<file path="src/rtl/tinker_fetch_pkg.sv">
// Shared types and constants for the Tinker instruction-fetch stage.
package tinker_fetch_pkg;

   localparam int unsigned INSTR_W = 32;
   localparam int unsigned ADDR_W  = 64;
   localparam logic [ADDR_W-1:0] TINKER_RESET_PC = 64'h2000;

   typedef struct packed {
      logic [INSTR_W-1:0] instr;
      logic [ADDR_W-1:0]  pc4;
   } fetch_entry_t;

   typedef enum logic [0:0] {
      FETCH_RUN    = 1'b0,
      FETCH_HALTED = 1'b1
   } fetch_state_t;

   function automatic logic [ADDR_W-1:0] next_pc(input logic [ADDR_W-1:0] pc);
      return pc + ADDR_W'(4);
   endfunction

endpackage

</file>
<file path="src/rtl/fetch_queue.sv">
// Synchronous FIFO of fetched words; clear overrides push and pop in the same cycle.
module fetch_queue
   import tinker_fetch_pkg::*;
#(
   parameter int unsigned DEPTH = 4
) (
   input  logic                   clk,
   input  logic                   reset,
   input  logic                   push,
   input  fetch_entry_t           push_data,
   input  logic                   pop,
   input  logic                   clear,
   output fetch_entry_t           head,
   output logic [$clog2(DEPTH):0] count,
   output logic                   full,
   output logic                   empty
);

   localparam int unsigned PW = $clog2(DEPTH);

   fetch_entry_t  mem [DEPTH];
   logic [PW-1:0] wr_ptr;
   logic [PW-1:0] rd_ptr;
   logic          do_push;
   logic          do_pop;

   assign empty   = (count == '0);
   assign full    = (count == (PW+1)'(DEPTH));
   assign do_push = push && !clear;
   assign do_pop  = pop && !clear && !empty;
   assign head    = mem[rd_ptr];

   always_ff @(posedge clk or posedge reset) begin
      if (reset) begin
         wr_ptr <= '0;
         rd_ptr <= '0;
         count  <= '0;
      end else if (clear) begin
         wr_ptr <= '0;
         rd_ptr <= '0;
         count  <= '0;
      end else begin
         if (do_push) wr_ptr <= wr_ptr + PW'(1);
         if (do_pop)  rd_ptr <= rd_ptr + PW'(1);
         count <= count + (PW+1)'(do_push) - (PW+1)'(do_pop);
      end
   end

   // Storage needs no reset: the head is only observed while the queue is non-empty.
   always_ff @(posedge clk) begin
      if (do_push) mem[wr_ptr] <= push_data;
   end

endmodule

</file>
<file path="src/rtl/tinker_fetch_unit.sv">
// Decoupled fetch stage: PC ownership, credit-limited imem requests, response queue, redirect flush.
// Optional same-cycle response bypass to decode when TINKER_FETCH_BYPASS_EN is defined.
module tinker_fetch_unit
   import tinker_fetch_pkg::*;
#(
   parameter int unsigned       DEPTH    = 4,
   parameter logic [ADDR_W-1:0] RESET_PC = TINKER_RESET_PC
) (
   input  logic                   clk,
   input  logic                   reset,
   output logic                   imem_req_valid,
   input  logic                   imem_req_ready,
   output logic [ADDR_W-1:0]      imem_req_addr,
   input  logic                   imem_resp_valid,
   input  logic [INSTR_W-1:0]     imem_resp_data,
   input  logic                   redirect_valid,
   input  logic [ADDR_W-1:0]      redirect_pc,
   input  logic                   halt,
   output logic                   out_valid,
   input  logic                   out_ready,
   output logic [INSTR_W-1:0]     out_instr,
   output logic [ADDR_W-1:0]      out_pc4,
   output logic [$clog2(DEPTH):0] queue_count
);

   localparam int unsigned CW = $clog2(DEPTH) + 1;

   logic [ADDR_W-1:0] fetch_pc;
   logic [ADDR_W-1:0] resp_pc;
   logic [CW-1:0]     outstanding;
   logic [CW-1:0]     outstanding_next;
   logic [CW-1:0]     drop_cnt;
   fetch_state_t      state;
   fetch_state_t      state_next;

   logic [CW:0]       credit_used;
   logic              req_fire;
   logic              resp_drop;
   logic              resp_keep;
   logic              q_push;
   logic              q_pop;
   logic              q_full;
   logic              q_empty;
   fetch_entry_t      q_head;
   fetch_entry_t      resp_entry;

   fetch_queue #(
      .DEPTH(DEPTH)
   ) u_queue (
      .clk       (clk),
      .reset     (reset),
      .push      (q_push),
      .push_data (resp_entry),
      .pop       (q_pop),
      .clear     (redirect_valid),
      .head      (q_head),
      .count     (queue_count),
      .full      (q_full),
      .empty     (q_empty)
   );

   assign imem_req_addr = fetch_pc;
   assign credit_used   = {1'b0, queue_count} + {1'b0, outstanding};
   assign req_fire      = imem_req_valid && imem_req_ready;
   assign resp_drop     = imem_resp_valid && (redirect_valid || (drop_cnt != '0));
   assign resp_keep     = imem_resp_valid && !resp_drop;
   assign resp_entry    = '{instr: imem_resp_data, pc4: next_pc(resp_pc)};

   // Queue occupancy plus in-flight requests never exceeds DEPTH, so kept responses always fit.
   always_comb begin
      imem_req_valid = 1'b0;
      if (!reset && (state == FETCH_RUN) && !redirect_valid &&
          (credit_used < (CW+1)'(DEPTH)))
         imem_req_valid = 1'b1;
   end

   always_comb begin
      out_valid = !q_empty;
      out_instr = '0;
      out_pc4   = '0;
      q_push    = resp_keep;
      if (!q_empty) begin
         out_instr = q_head.instr;
         out_pc4   = q_head.pc4;
      end
`ifdef TINKER_FETCH_BYPASS_EN
      else if (resp_keep) begin
         out_valid = 1'b1;
         out_instr = resp_entry.instr;
         out_pc4   = resp_entry.pc4;
         q_push    = !out_ready;
      end
`endif
      q_pop = out_valid && out_ready && !q_empty && !redirect_valid;
   end

   always_comb begin
      outstanding_next = outstanding + CW'(req_fire) - CW'(imem_resp_valid);
   end

   always_ff @(posedge clk or posedge reset) begin
      if (reset) begin
         fetch_pc    <= RESET_PC;
         resp_pc     <= RESET_PC;
         outstanding <= '0;
         drop_cnt    <= '0;
      end else begin
         outstanding <= outstanding_next;
         if (redirect_valid) begin
            fetch_pc <= redirect_pc;
            resp_pc  <= redirect_pc;
            drop_cnt <= outstanding_next;
         end else begin
            if (req_fire)  fetch_pc <= next_pc(fetch_pc);
            if (resp_keep) resp_pc  <= next_pc(resp_pc);
            if (imem_resp_valid && (drop_cnt != '0)) drop_cnt <= drop_cnt - CW'(1);
         end
      end
   end

   always_ff @(posedge clk or posedge reset) begin
      if (reset) state <= FETCH_RUN;
      else       state <= state_next;
   end

   always_comb begin
      state_next = state;
      if (redirect_valid)  state_next = FETCH_RUN;
      else if (halt)       state_next = FETCH_HALTED;
   end

   a_no_push_when_full: assert property (@(posedge clk) disable iff (reset)
      !(q_push && q_full && !redirect_valid));

endmodule

</file>
<file path="config.mk">
export PLATFORM = sky130hd
export DESIGN_NAME = tinker_fetch_unit
export DESIGN_NICKNAME = d
export VERILOG_FILES = /design/src/rtl/tinker_fetch_pkg.sv /design/src/rtl/fetch_queue.sv /design/src/rtl/tinker_fetch_unit.sv
export SDC_FILE = /design/constraint.sdc
export NUM_CORES = 1
export LEC_CHECK = 0
export BUFFER_PORTS_ARGS = -buffer_cell sky130_fd_sc_hd__buf_2
export CELL_PAD_IN_SITES_DETAIL_PLACEMENT = 1
export CELL_PAD_IN_SITES_GLOBAL_PLACEMENT = 1
export CORE_MARGIN = 10
export CORE_UTILIZATION = 49
export CTS_CLUSTER_DIAMETER = 30
export DETAILED_ROUTE_END_ITERATION = 16
export PLACE_DENSITY_LB_ADDON = 0.1
export SYNTH_ARGS = -nofsm -noshare
export SYNTH_HDL_FRONTEND = slang
export SYNTH_SLANG_ARGS = --single-unit
</file>
<file path="constraint.sdc">
create_clock -name clk -period 4.7 [get_ports clk]
set_clock_uncertainty 0.15 [all_clocks]
set_input_delay 0.235 -clock clk [delete_from_list [all_inputs] [get_ports clk]]
set_output_delay 0.235 -clock clk [all_outputs]
set_load 0.01 [all_outputs]
</file>
Word-level counts from Yosys, hierarchy flattened
Memory sizes are Yosys's and may differ from the RTL's.
Index checks and enable logic that the tools add are counted.
{"block": "classes", "n_addsub": 10, "magnitude_cmp": 1, "mux": 18, "bitwise": 1, "n_reduce_logical": 26}
{"operator": "$mux W64", "count": 5}
{"operator": "$add A64 B3 Y64 const B", "count": 2}
{"operator": "$mux W32", "count": 1}
{"operator": "$logic_and A1 B1 Y1", "count": 13}
{"operator": "$reduce_bool A2 Y1", "count": 6}
{"operator": "$mux W3", "count": 3}
{"operator": "$mux W2", "count": 4}
{"operator": "$add A3 B1 Y3", "count": 2}
{"operator": "$sub A3 B1 Y3", "count": 2}
{"operator": "$mux W1", "count": 5}
{"operator": "$add A2 B1 Y2 const B", "count": 2}
{"operator": "$add A3 B3 Y4", "count": 1}
{"operator": "$logic_not A1 Y1", "count": 4}
{"operator": "$lt A4 B3 Y1 const B", "count": 1}
{"operator": "$logic_not A3 Y1", "count": 1}
{"operator": "$reduce_bool A3 Y1", "count": 1}
{"operator": "$sub A3 B1 Y3 const B", "count": 1}
{"operator": "$logic_or A1 B1 Y1", "count": 1}
{"operator": "$not A1 Y1", "count": 1}
{"block": "word_totals", "register_bits": 142, "ramBits": 384, "input_bits": 103, "out_inout_bits": 165, "mem_count": 1}
{"memory": "u_queue.mem", "words": 4, "width": 96, "rd": 1, "rd_ports_with_merged_regs": 0, "wr": 1, "line_no": "fetch_queue.sv:21", "rtl": "fetch_entry_t mem [DEPTH];"}

Logic depth before layout (Yosys ltp)
Gate-level depths: netlist of run 1.
{"block": "logic_depth", "word_depth": 9, "depth_mapped": 15, "ltp_nobuf": 12}

By module
Synthesis of run 1 repeated with hierarchy kept, for this count alone.
{"block": "hier_totals", "cells_unflattened": 1780, "hier_area_um2": 24397.1}
{"mod": "fetch_queue", "instances": 1, "cells_per_inst": 547, "area_per_inst_um2": 14321.2, "seq_area_each_um2": 11706.2}
{"mod": "tinker_fetch_unit", "instances": 1, "cells_per_inst": 1233, "area_per_inst_um2": 10075.9, "seq_area_each_um2": 3380.7}

Worst setup path after synthesis of run 1
No wires, ideal clock.
{"block": "synth_timing", "kind": "register to register", "startpoint": "reg drop_cnt[0]", "endpoint": "mem u_queue.mem[0][0] (netlist name) (enable)", "setup_time_ps": 466, "arrival_time_ps": 3567, "path_slack_ps": 516, "path_stages_with_launch": 7, "n_path_buf": 2, "synth_period_minus_slack_ps": 4184, "cell_sequence": "dfrtp_1 -> inv_1 -> ha_1 -> and3b_1 -> clkbuf_1 -> clkbuf_1 -> and3_1"}
{"block": "synth_between", "elab_chain_len": 8}
{"element": "start, declared", "line_no": "tinker_fetch_unit.sv:32", "rtl": "logic [CW-1:0] drop_cnt;"}
{"element": "start signal, assigned", "line_no": "tinker_fetch_unit.sv:112", "rtl": "drop_cnt <= outstanding_next;"}
{"element": "start signal, assigned", "line_no": "tinker_fetch_unit.sv:116", "rtl": "if (imem_resp_valid && (drop_cnt != '0)) drop_cnt <= drop_cnt - CW'(1);"}
{"element": "$reduce_bool A3 Y1", "line_no": "tinker_fetch_unit.sv:65", "rtl": "assign resp_drop = imem_resp_valid && (redirect_valid || (drop_cnt != '0));"}
{"element": "$logic_or A1 B1 Y1", "line_no": "tinker_fetch_unit.sv:65"}
{"element": "$logic_and A1 B1 Y1", "line_no": "tinker_fetch_unit.sv:65"}
{"element": "$logic_not A1 Y1", "line_no": "tinker_fetch_unit.sv:66", "rtl": "assign resp_keep = imem_resp_valid && !resp_drop;"}
{"element": "$logic_and A1 B1 Y1", "line_no": "tinker_fetch_unit.sv:66"}
{"element": "$logic_and A1 B1 Y1", "line_no": "fetch_queue.sv:29", "rtl": "assign do_push = push && !clear;"}
{"element": "$mux W1", "line_no": "fetch_queue.sv:51", "rtl": "if (do_push) mem[wr_ptr] <= push_data;"}
{"element": "$mux W1 (implied by the code)", "line_no": "fetch_queue.sv:51"}
{"element": "end, declared", "line_no": "fetch_queue.sv:21"}
Every way passes these cells.

Final worst setup path of run 1
{"block": "layout_timing", "startpoint": "reg u_queue.count[1]", "endpoint": "reg drop_cnt[2]"}
{"block": "layout_between", "elab_chain_len": 8}
{"element": "start, declared", "line_no": "fetch_queue.sv:14", "rtl": "output logic [$clog2(DEPTH):0] count,"}
{"element": "start signal, assigned", "line_no": "fetch_queue.sv:45", "rtl": "count <= count + (PW+1)'(do_push) - (PW+1)'(do_pop);"}
{"element": "$add A3 B3 Y4", "line_no": "tinker_fetch_unit.sv:63", "rtl": "assign credit_used = {1'b0, queue_count} + {1'b0, outstanding};"}
{"element": "$lt A4 B3 Y1", "line_no": "tinker_fetch_unit.sv:73", "rtl": "(credit_used < (CW+1)'(DEPTH)))"}
{"element": "$logic_and A1 B1 Y1", "line_no": "tinker_fetch_unit.sv:72", "rtl": "if (!reset && (state == FETCH_RUN) && !redirect_valid &&"}
{"element": "$mux W1", "line_no": "tinker_fetch_unit.sv:72"}
{"element": "$logic_and A1 B1 Y1", "line_no": "tinker_fetch_unit.sv:64", "rtl": "assign req_fire = imem_req_valid && imem_req_ready;"}
{"element": "$add A3 B1 Y3", "line_no": "tinker_fetch_unit.sv:98", "rtl": "outstanding_next = outstanding + CW'(req_fire) - CW'(imem_resp_valid);"}
{"element": "$sub A3 B1 Y3", "line_no": "tinker_fetch_unit.sv:98"}
{"element": "net outstanding_next[2]", "line_no": "tinker_fetch_unit.sv:31", "rtl": "logic [CW-1:0] outstanding_next;"}
{"element": "$mux W3", "line_no": "tinker_fetch_unit.sv:109", "rtl": "if (redirect_valid) begin"}
The timed path passes the listed nets, and every way through them passes these cells.
A chain may end at the register's enable or synchronous reset.

==> results.yml, run 1 <==
outcome:
  outcome: "finished, final reports clean"
grt:
  track_usage_pct: 25.6
  grt_max_degree: 100
  busiest_layer: "met2"
  overflow: 0
  antenna_found_initial: 2
  use_met1_pct: 34.6
  use_met2_pct: 41.4
  use_met3_pct: 4.88
  grt_pass1_vias: 18900
  grt_pass1_wl_microns: 118000
yosys:
  async_flop_share_pct: 27.0
  ys.flop_type: "edfxtp_1"
  ys_types: 60
  syn-instance-count: 1805
  ys.warnings.count: 0
  seq_area_frac_synth_pct: 62.2
  syn_area_per_cell_sq_um: 13.4
  ys_seq_elements: 526
  syn_area_sq_mm: 0.0242
  synth_edf_count: 384
  synth_nets: 1924
sta:
  relSlewSlack_pct: 28.0
  setup_viol: 0
  worstMarginPinSlew_ns: 1.07
  min_period_over_period_pct: 75.5
  rsz0062_at_grt: "no"
  min_period_ns: 3.55
  finalSetupTns_ns: 0
  fmax_mhz: 282
  finalHoldViolations: 0
  slew_viol_final: 0
floorplan:
  initial_core_util_pct: 49.5
  die_area_sq_mm: 0.0588
  core-area_sq_mm: 0.0490
  num_rows: 81
  ioPinCount: 268
  die_w_microns: 242
  die_h_microns: 242
routing:
  drtAntennaViolNets: 0
  wirelength_microns: 76100
  vias_per_cell: 5.92
  drc: 0
  vias: 17600
  drt_first_pass_iters: 6
  drtIter0Drc: 1445
  wl_per_cell_microns: 25.6
critical_path:
  setup.worst_path.class: "reg -> reg"
  critPathBufInv: 2
  cpLargestDelayFamily: "adder cells"
  required_ns: 5.14
  max_stage_delay_ns: 0.51
  critPathArrivalTime_ns: 3.99
  critical_path.cell_chain: "ha_1 -> nor4_1 -> and4_2 -> inv_2 -> ha_1 -> inv_1 -> ha_1 -> fa_1 -> xnor2_1 -> xnor2_1 -> nand2_1 -> o21ai_0"
  worst-path-max-fanout: 16
  start_kind: "flop"
  cp_slowest_cell: "nor4_1"
  crit_top_cell: "ha_1"
  cp-end-kind: "flop"
clock_tree:
  clockBufferDepth: 3
  cts_tree: "done"
  cts_buffers: 112
  post_cts_buffers: 0
  path_clk_slew_ns: 0.05
  cts_resized: 0
  cts_hold_buffers: 103
  cts.sinks: 526
  clock_latency_ns: 0.67
  htree_num_levels: 3
  cts_root_buf: "clkbuf_16"
pwr:
  p_int_mw: 12.2
  p_per_area_mw_per_mm2: 546
  vdd_drop_max_mv: 0.356
  p_sw_share_pct: 28.8
  p_switching_mw: 4.92
  seq_power_share_pct: 33.6
  p_leak_nw: 11.5
  p_comb_share_pct: 19.0
  p_clk_share_pct: 47.5
final_layout:
  final_cell_mix: "384 x edfxtp_1, 266 x buf_2, 158 x nand2_1"
  design_area_sq_mm: 0.0313
  nets: 2325
  syn_to_final_growth_pct: 28.9
  final_common_cell: "edfxtp_1"
  drive_gt1_share_pct: 27.3
place:
  dp.final_hpwl_microns: 46900
  gp_congestion: 0.893
  post_dp_cell_area_sq_mm: 0.0263
  port_buffers: 267
job:
  drv_cap: 0
worst_hold_path:
  hp-class: "in -> async"
## power groups by stage
stage / logic, mW / clock network, mW / registers [mW]
after floorplan: 2.05 / 0 / 5.63
after global placement: 3.09 / 0 / 5.78
after detailed placement: 3.15 / 0 / 5.80
after CTS: 3.26 / 8.19 / 5.73
after global routing: 3.51 / 8.47 / 5.78
final: 3.24 / 8.11 / 5.74
## synthesized netlist by cell type, types with 3 or more instances
cell type / n / area share [%]
a21o_1: 5 / 0.15
a21oi_1: 19 / 0.39
a22oi_1: 6 / 0.19
a31o_2: 3 / 0.11
a31oi_1: 27 / 0.70
and2_1: 116 / 3.0
and3_1: 19 / 0.49
and4_1: 11 / 0.40
buf_1: 13 / 0.20
buf_2: 24 / 0.50
clkbuf_1: 72 / 1.1
dfrtp_1: 140 / 14
edfxtp_1: 384 / 48
ha_1: 14 / 0.72
inv_1: 35 / 0.54
mux2_2: 8 / 0.37
mux2i_1: 7 / 0.29
mux4_2: 96 / 8.9
nand2_1: 158 / 2.4
nand2b_1: 5 / 0.13
nand3_1: 86 / 1.8
nand3b_1: 5 / 0.15
nand4_1: 69 / 1.8
nand4_2: 6 / 0.31
nor2_1: 98 / 1.5
nor2b_1: 5 / 0.13
nor3_1: 33 / 0.68
nor3b_1: 3 / 0.093
nor4_1: 26 / 0.67
nor4_4: 4 / 0.35
o211ai_1: 24 / 0.74
o21a_1: 3 / 0.093
o21ai_0: 66 / 1.4
o311ai_0: 18 / 0.65
o31a_1: 9 / 0.33
o31ai_1: 9 / 0.28
or2_2: 6 / 0.15
or3_1: 17 / 0.44
or4_1: 24 / 0.74
xnor2_1: 54 / 2.0
xor2_1: 53 / 1.9
## worst paths after layout
check                                      start           endpoint  slack [ns]  depth (start not counted)
worst max-delay path            u_queue.count[1]        drop_cnt[2]        1.15                         12
worst min-delay path                       reset              state        0.11                          3
worst max register to register  u_queue.count[1]        drop_cnt[2]        1.15                         12
worst min register to register        resp_pc[0]  u_queue.mem[0][0]        0.38                          0
max in group asynchronous                  reset        resp_pc[60]        3.22                          4
min in group clk                  imem_req_ready   imem_req_addr[3]        0.11                          5
## final cells by class
cell class	count	area (sq um)
flip-flops and latches	526	15100
diodes	2	5.00
well taps	664	831
inverters	36	140
multi-input cells	1133	8610
repair buffers	397	2650
fillers	4766	17700
clock inverters	82	1010
clock buffers	129	2920
## logic make-up after synthesis
family                   share of synthesized area (%)
buffers and inverters                             2.39
flip-flops                                        62.2
multiplexers                                      9.58
AND/OR/NAND/NOR                                   15.8
XOR/XNOR                                          3.86
AO/OA/AOI/OAI                                     5.29
adder cells (fa/ha/maj)                          0.887
## tightest hold or removal path: cells and delay by family
kind / cells / cell delay [ns]
buffers and inverters: 3 / 1.21
## state kept, by name (all words and copies together) (netlist names)
register and count:
drop_cnt 3, imem_req_addr 64, outstanding 3, resp_pc 64
state 1, u_queue.count 3, u_queue.mem 384, u_queue.rd_ptr 2
u_queue.wr_ptr 2
## per-layer routing
metal | routed length (microns) | vias to the layer above
met4 | 1670 | 0
met5 | 0 | -
li1 | - | 7739
met2 | 37200 | 643
met1 | 32900 | 9069
met3 | 4420 | 125
## through the flow
step	worst slack [ns]	hold WS, ns	std cells	power [mW]	utilization, %
6_report	1.15	0.108	2969	17.1	63.9
5_1_grt	0.999	0.170	2969	17.8	63.9
4_1_cts	1.21	0.0818	2967	17.2	63.9
3_5_place_dp	1.52	0.290	2653	8.95	53.7
3_3_place_gp	1.58	0.285	2653	8.87	53.7
2_1_floorplan	0.509	0.184	1805	7.68	-
Note: power is estimated with default switching activity, not from simulation.
==> run 2: changes to the inputs <==
--- a/config.mk
+++ b/config.mk
@@ -5,11 +5,12 @@
 export SDC_FILE = /design/constraint.sdc
 export NUM_CORES = 1
 export LEC_CHECK = 0
+export ABC_AREA = 1
 export BUFFER_PORTS_ARGS = -buffer_cell sky130_fd_sc_hd__buf_2
 export CELL_PAD_IN_SITES_DETAIL_PLACEMENT = 1
 export CELL_PAD_IN_SITES_GLOBAL_PLACEMENT = 1
 export CORE_MARGIN = 10
-export CORE_UTILIZATION = 49
+export CORE_UTILIZATION = 41
 export CTS_CLUSTER_DIAMETER = 30
 export DETAILED_ROUTE_END_ITERATION = 16
 export PLACE_DENSITY_LB_ADDON = 0.1
==> constraint.sdc (replaced) <==
create_clock -name clk -period 3.1 [get_ports clk]
set_clock_uncertainty 0.15 [all_clocks]
set_input_delay 0.155 -clock clk [delete_from_list [all_inputs] [get_ports clk]]
set_output_delay 0.155 -clock clk [all_outputs]
set_load 0.01 [all_outputs]
==> results.yml, run 2 <==
clock_tree:
  cts_tree: "done"
  htree_num_levels: 3
  cts.sinks: 526
  cts_root_buf: "clkbuf_16"
  clock_latency_ns: 0.66
  cts_buffers: 115
  clockBufferDepth: 3
  path_clk_slew_ns: 0.04
grt:
  antenna_found_initial: 6
  overflow: 0
  grt_pass1_wl_microns: 138000
  track_usage_pct: 25.2
  grt_pass1_vias: 23300
  grt_max_degree: 103
routing:
  drtIter0Drc: 1152
  vias_per_cell: 5.28
  drt_first_pass_iters: 5
  wl_per_cell_microns: 22.3
  wirelength_microns: 90500
  drtAntennaViolNets: 0
  drc: 0
  vias: 21400
floorplan:
  die_area_sq_mm: 0.0714
  die_h_microns: 267
  ioPinCount: 268
  initial_core_util_pct: 41.5
  die_w_microns: 267
  num_rows: 90
  core-area_sq_mm: 0.0604
yosys:
  netlist.area_leader.share_pct: 46.1
  yosys-top-cells-area: "edfxtp_1 46%, dfrtp_1 14%, nand2_1 9.2%"
  synth_most_common_cell: "nand2_1"
  async_flop_share_pct: 27.0
  yosys-top-cells-count: "617 x nand2_1, 616 x nor2_1, 384 x edfxtp_1"
  ys_types: 39
  ys.flop_type: "edfxtp_1"
  yosysTopAreaCell: "edfxtp_1"
  synth_nets: 2866
  seq_area_frac_synth_pct: 60.3
  ys.warnings.count: 0
  ys_seq_elements: 526
  synth_edf_count: 384
  syn_area_per_cell_sq_um: 9.12
  syn-instance-count: 2747
  syn_area_sq_mm: 0.0250
sta:
  min_period_over_period_pct: 99.6
  min_period_ns: 3.09
  fin_ws_ns: 0.0122
  setup_viol: 0
  relSlewSlack_pct: 47.3
  worstMarginPinSlew_ns: 0.789
  fmax_mhz: 324
  finalHoldViolations: 0
  hold_ws_ns: 0.0748
  slew_viol_final: 0
  finalSetupTns_ns: 0
critical_path:
  worst-path-max-fanout: 4
  cp_slowest_cell: "dfrtp_1"
  setup.worst_path.class: "reg -> reg"
  critical_path.cell_chain: "ha_1 -> nor2_1 -> nand2_2 -> nor2_4 -> nand2_2 -> ha_1 -> inv_1 -> ha_2 -> fa_2 -> xnor2_2 -> xor2_1 -> a21oi_1 -> a31oi_1"
  cp-end-kind: "flop"
  max_stage_delay_ns: 0.41
  required_ns: 3.51
  start_kind: "flop"
  critPathArrivalTime_ns: 3.50
final_layout:
  layoutNonFillerInstCount: 4061
  fill_cells: 6817
  multiInputGateArea_sq_mm: 0.00875
  largest_reg_flops: 384
  largest-register: "u_queue.mem"
  utilization_pct: 54.0
  nets: 3291
  drive_gt1_share_pct: 17.4
  final_common_cell: "nand2_1"
  design_area_sq_mm: 0.0326
  syn_to_final_growth_pct: 30.1
  regArea_sq_mm: 0.0151
  final_cell_mix: "615 x nand2_1, 612 x nor2_1, 384 x edfxtp_1"
pwr:
  vdd_drop_max_mv: 0.532
  p_leak_nw: 13.4
  finalPower_mw: 27.0
  p_per_area_mw_per_mm2: 828
place:
  gp_congestion: 0.908
  post-place-cells: 3725
  post_dp_cell_area_sq_mm: 0.0273
  dpl_worst_slack_ns: 0.205
  dp.final_hpwl_microns: 59900
  port_buffers: 267
outcome:
  outcome: "finished, final reports clean"
worst_hold_path:
  hp-class: "in -> async"
job:
  drv_cap: 0
run 2: cell count changes after synthesis, sizes merged, moves of 89 or more:
| cell | before | now |
|---|---|---|
| inv | 36 | 208 |
| and2 | 116 | 1 |
| a21oi | 19 | 108 |
| nand2 | 158 | 630 |
| nor2 | 98 | 634 |
| o21ai | 66 | 269 |
| mux4 | 96 | 0 |
run 2: path summary, 6_finish.rpt:
path / end / cells after the start / slack (ns) / startpoint
setup / recovery: drop_cnt[2] / 13 / 0.01 / u_queue.count[2]
hold / removal: u_queue.count[0] / 4 / 0.07 / reset
setup reg to reg: drop_cnt[2] / 13 / 0.01 / u_queue.count[2]
hold reg to reg: imem_req_addr[0] / 2 / 0.36 / imem_req_addr[0]
max in group asynchronous: u_queue.rd_ptr[0] / 4 / 2.17 / reset
min in group clk: u_queue.mem[1][91] / 2 / 0.11 / imem_resp_data[27]
run 2: what timing repair did:
| item | CTS | global route |
|---|---|---|
| hold endpoints to repair | 408 | 0 |
| hold buffers | 105 | 0 |
| endpoints found under the setup margin | 1 | 3 |
| cloned | 0 | 0 |
| pin swaps | 0 | 4 |
| gates resized for setup | 1 | 11 |
| setup buffers | 0 | 7 |
run 2: cell families (layout without fill, tap and decap cells):
logic type / after synthesis / after routing / share of synthesized area (%)
AND/OR/NAND/NOR: 1376 / 1376 / 22.0
flip-flops: 526 / 526 / 60.3
AO/OA/AOI/OAI: 434 / 434 / 9.16
buffers and inverters: 320 / 846 / 5.05
XOR/XNOR: 75 / 75 / 2.68
adder cells (fa/ha/maj): 16 / 16 / 0.859
other: 0 / 6 / 0
run 2: power breakdown:
group | switching, mW | leakage, nW | total (mW) | internal, mW
Combinational | 3.92 | 6.28 | 5.76 | 1.84
Clock | 3.99 | 1.94 | 12.6 | 8.62
Sequential | 0.472 | 5.16 | 8.61 | 8.13
run 2: area by class of cell:
| cell class | count | share of cell area [%] |
|---|---|---|
| flip-flops and latches | 526 | 46.4 |
| multi-input cells | 1901 | 26.9 |
| diodes | 6 | 0.0461 |
| clock buffers | 144 | 9.64 |
| well taps | 782 | 3.00 |
| clock inverters | 74 | 2.81 |
| inverters | 210 | 2.44 |
| repair buffers | 418 | 8.82 |
run 2: per-layer routing:
layer | share of wire (%) | GRT usage [%]
met2 | 49 | 43.2
met3 | 4.7 | 4.31
met4 | 3.3 | 10.0
met5 | 0 | 0
met1 | 43 | 31.1
run 2: worst max-delay path: cells and delay by family (launching register included):
family                   cells  cell delay [ns]
AO/OA/AOI/OAI                2             0.29
adder cells (fa/ha/maj)      4             1.17
buffers and inverters        1             0.04
flip-flops                   1             0.41
AND/OR/NAND/NOR              4             0.42
XOR/XNOR                     2             0.53
==> run 3: changes to the inputs <==
--- a/config.mk
+++ b/config.mk
@@ -7,13 +7,14 @@
 export LEC_CHECK = 0
 export ABC_AREA = 1
 export BUFFER_PORTS_ARGS = -buffer_cell sky130_fd_sc_hd__buf_2
-export CELL_PAD_IN_SITES_DETAIL_PLACEMENT = 1
-export CELL_PAD_IN_SITES_GLOBAL_PLACEMENT = 1
+export CELL_PAD_IN_SITES_DETAIL_PLACEMENT = 2
+export CELL_PAD_IN_SITES_GLOBAL_PLACEMENT = 2
 export CORE_MARGIN = 10
-export CORE_UTILIZATION = 41
+export CORE_UTILIZATION = 34
 export CTS_CLUSTER_DIAMETER = 30
 export DETAILED_ROUTE_END_ITERATION = 16
-export PLACE_DENSITY_LB_ADDON = 0.1
+export PLACE_DENSITY_LB_ADDON = 0.12
 export SYNTH_ARGS = -nofsm -noshare
 export SYNTH_HDL_FRONTEND = slang
+export SYNTH_HIERARCHICAL = 1
 export SYNTH_SLANG_ARGS = --single-unit
==> results.yml, run 3 <==
outcome:
  outcome: "finished, final reports clean"
grt:
  overflow: 0
  grt_pass1_vias: 26600
  antenna_found_initial: 5
  grt_pass1_wl_microns: 163000
  grt_max_degree: 85
  track_usage_pct: 23.4
floorplan:
  die_area_sq_mm: 0.0909
  die_h_microns: 301
  die_w_microns: 301
  ioPinCount: 268
  core-area_sq_mm: 0.0787
  initial_core_util_pct: 34.2
  num_rows: 103
final_layout:
  utilization_pct: 44.8
  final_common_cell: "nand2_1"
  drive_gt1_share_pct: 19.8
  syn_to_final_growth_pct: 31.0
  final_cell_mix: "775 x nand2_1, 485 x inv_1, 384 x edfxtp_1"
  largest_reg_flops: 384
  nets: 3527
  largest-register: "u_queue/mem"
sta:
  min_period_ns: 2.91
  fin_ws_ns: 0.192
  hold_ws_ns: 0.0685
  setup_viol: 0
  min_period_over_period_pct: 93.8
  finalHoldViolations: 0
  rsz0062_at_grt: "no"
  slew_viol_final: 0
  relSlewSlack_pct: 39.6
  worstMarginPinSlew_ns: 0.906
  fmax_mhz: 344
routing:
  drtAntennaViolNets: 0
  drtIter0Drc: 1165
  vias_per_cell: 5.00
  wl_per_cell_microns: 23.4
  wirelength_microns: 107000
  drc: 0
  vias: 22900
  drt_first_pass_iters: 5
place:
  port_buffers: 267
  gp_congestion: 0.914
  dp.final_hpwl_microns: 73100
  dpl_worst_slack_ns: 0.392
yosys:
  syn_area_per_cell_sq_um: 9.10
  syn-instance-count: 2960
  synth_nets: 3079
  syn_area_sq_mm: 0.0269
  ys.warnings.count: 6
clock_tree:
  htree_num_levels: 4
  cts.sinks: 526
  clockBufferDepth: 3
  cts_root_buf: "clkbuf_16"
  cts_buffers: 137
  clock_latency_ns: 0.71
  cts_tree: "done"
  path_clk_slew_ns: 0.04
pwr:
  vdd_drop_max_mv: 0.400
  p_leak_nw: 15.0
  p_per_area_mw_per_mm2: 714
worst_hold_path:
  hp-class: "in -> reg"
critical_path:
  required_ns: 2.79
  start_kind: "flop"
  cp-end-kind: "output pin"
  setup.worst_path.class: "reg -> out"
  cp_slowest_cell: "dfrtp_4"
  critPathBufInv: 4
  max_stage_delay_ns: 0.55
  cpLargestDelayFamily: "buffers and inverters"
  critPathArrivalTime_ns: 2.60
  worst-path-max-fanout: 84
  critical_path.cell_chain: "buf_12 -> buf_16 -> a21oi_1 -> o21ai_1 -> nand2_1 -> inv_1 -> nor2_1 -> buf_2"
job:
  drv_cap: 0
## run 3: changes by cell type in the layout (fill, tap and decap cells not counted), moves of 15 or more
cell,change
nor2_1,-291
a21oi_2,+30
nor2_2,+17
clkbuf_16,+22
nand2_1,+160
o21ai_1,+51
o211ai_2,+80
buf_12,+15
a21oi_1,-19
nand3_1,+15
inv_1,+288
o21ai_0,-170
## run 3: worst paths after layout
path	slack (ns)	cells past startpoint	startpoint	end
worst min-delay path	0.07	2	imem_resp_data[31]	u_queue/mem[0][95]
worst min register to register	0.35	2	imem_req_addr[0]	imem_req_addr[0]
min in group asynchronous	0.08	3	reset	imem_req_addr[1]
worst max register to register	0.22	18	u_queue/count[1]	u_queue/count[2]
max in group asynchronous	1.88	4	reset	imem_req_addr[13]
worst max-delay path	0.19	8	u_queue/rd_ptr[0]	out_pc4[36]
## run 3: what timing repair did
action                                  in CTS  in global routing
gates resized for setup                      1                  6
hold buffers                               105                  0
endpoints found under the setup margin      68                 72
buffers inserted                             0                  1
hold endpoints to repair                   359                  0
## run 3: routing by layer
layer | global-route usage [%] | wire, microns
met1 | 27.2 | 43500
met5 | 0 | 0
met4 | 9.23 | 3310
met3 | 3.83 | 4110
met2 | 42.5 | 55900
## run 3: metrics by stage
stage	setup TNS, ns	total power, mW	instances	cell area (sq um)
after floorplan	-70.90	9.83	2960	27000
after global placement	0	10.8	4213	29600
after detailed placement	0	11.0	4213	29600
after CTS	0	25.4	4570	35300
after global routing	0	26.2	4575	35300
final	0	25.2	4575	35300
## run 3: area by class of cell
class                      count  area [sq um]
clock buffer                 175          3710
inverter                     496          1870
fill                        8433         43400
multi-input combinational   1824          9300
clock inverter                77           902
tap                         1050          1310
antenna                        4          10.0
timing repair buffer         423          3100
sequential                   526         15100
## run 3: worst register-to-register path, stage by stage (launching register included)
cell and delay [ns]:
dfrtp_2 0.44, nor2_1 0.09, nand2_2 0.11, clkinv_2 0.07, inv_1 0.06, nand2_1 0.05
nor2_1 0.08, inv_1 0.05, nor2_2 0.15, nand2_1 0.16, inv_1 0.09, ha_1 0.25
inv_1 0.07, ha_1 0.14, inv_1 0.06, fa_1 0.40, nand3_1 0.13, nand2_1 0.10
nor2_1 0.15
## run 3: where the power goes
part	leakage, nW	internal, mW	switching (mW)
logic	7.62	0.787	1.66
clock network	2.24	9.74	4.45
registers	5.14	8.09	0.479
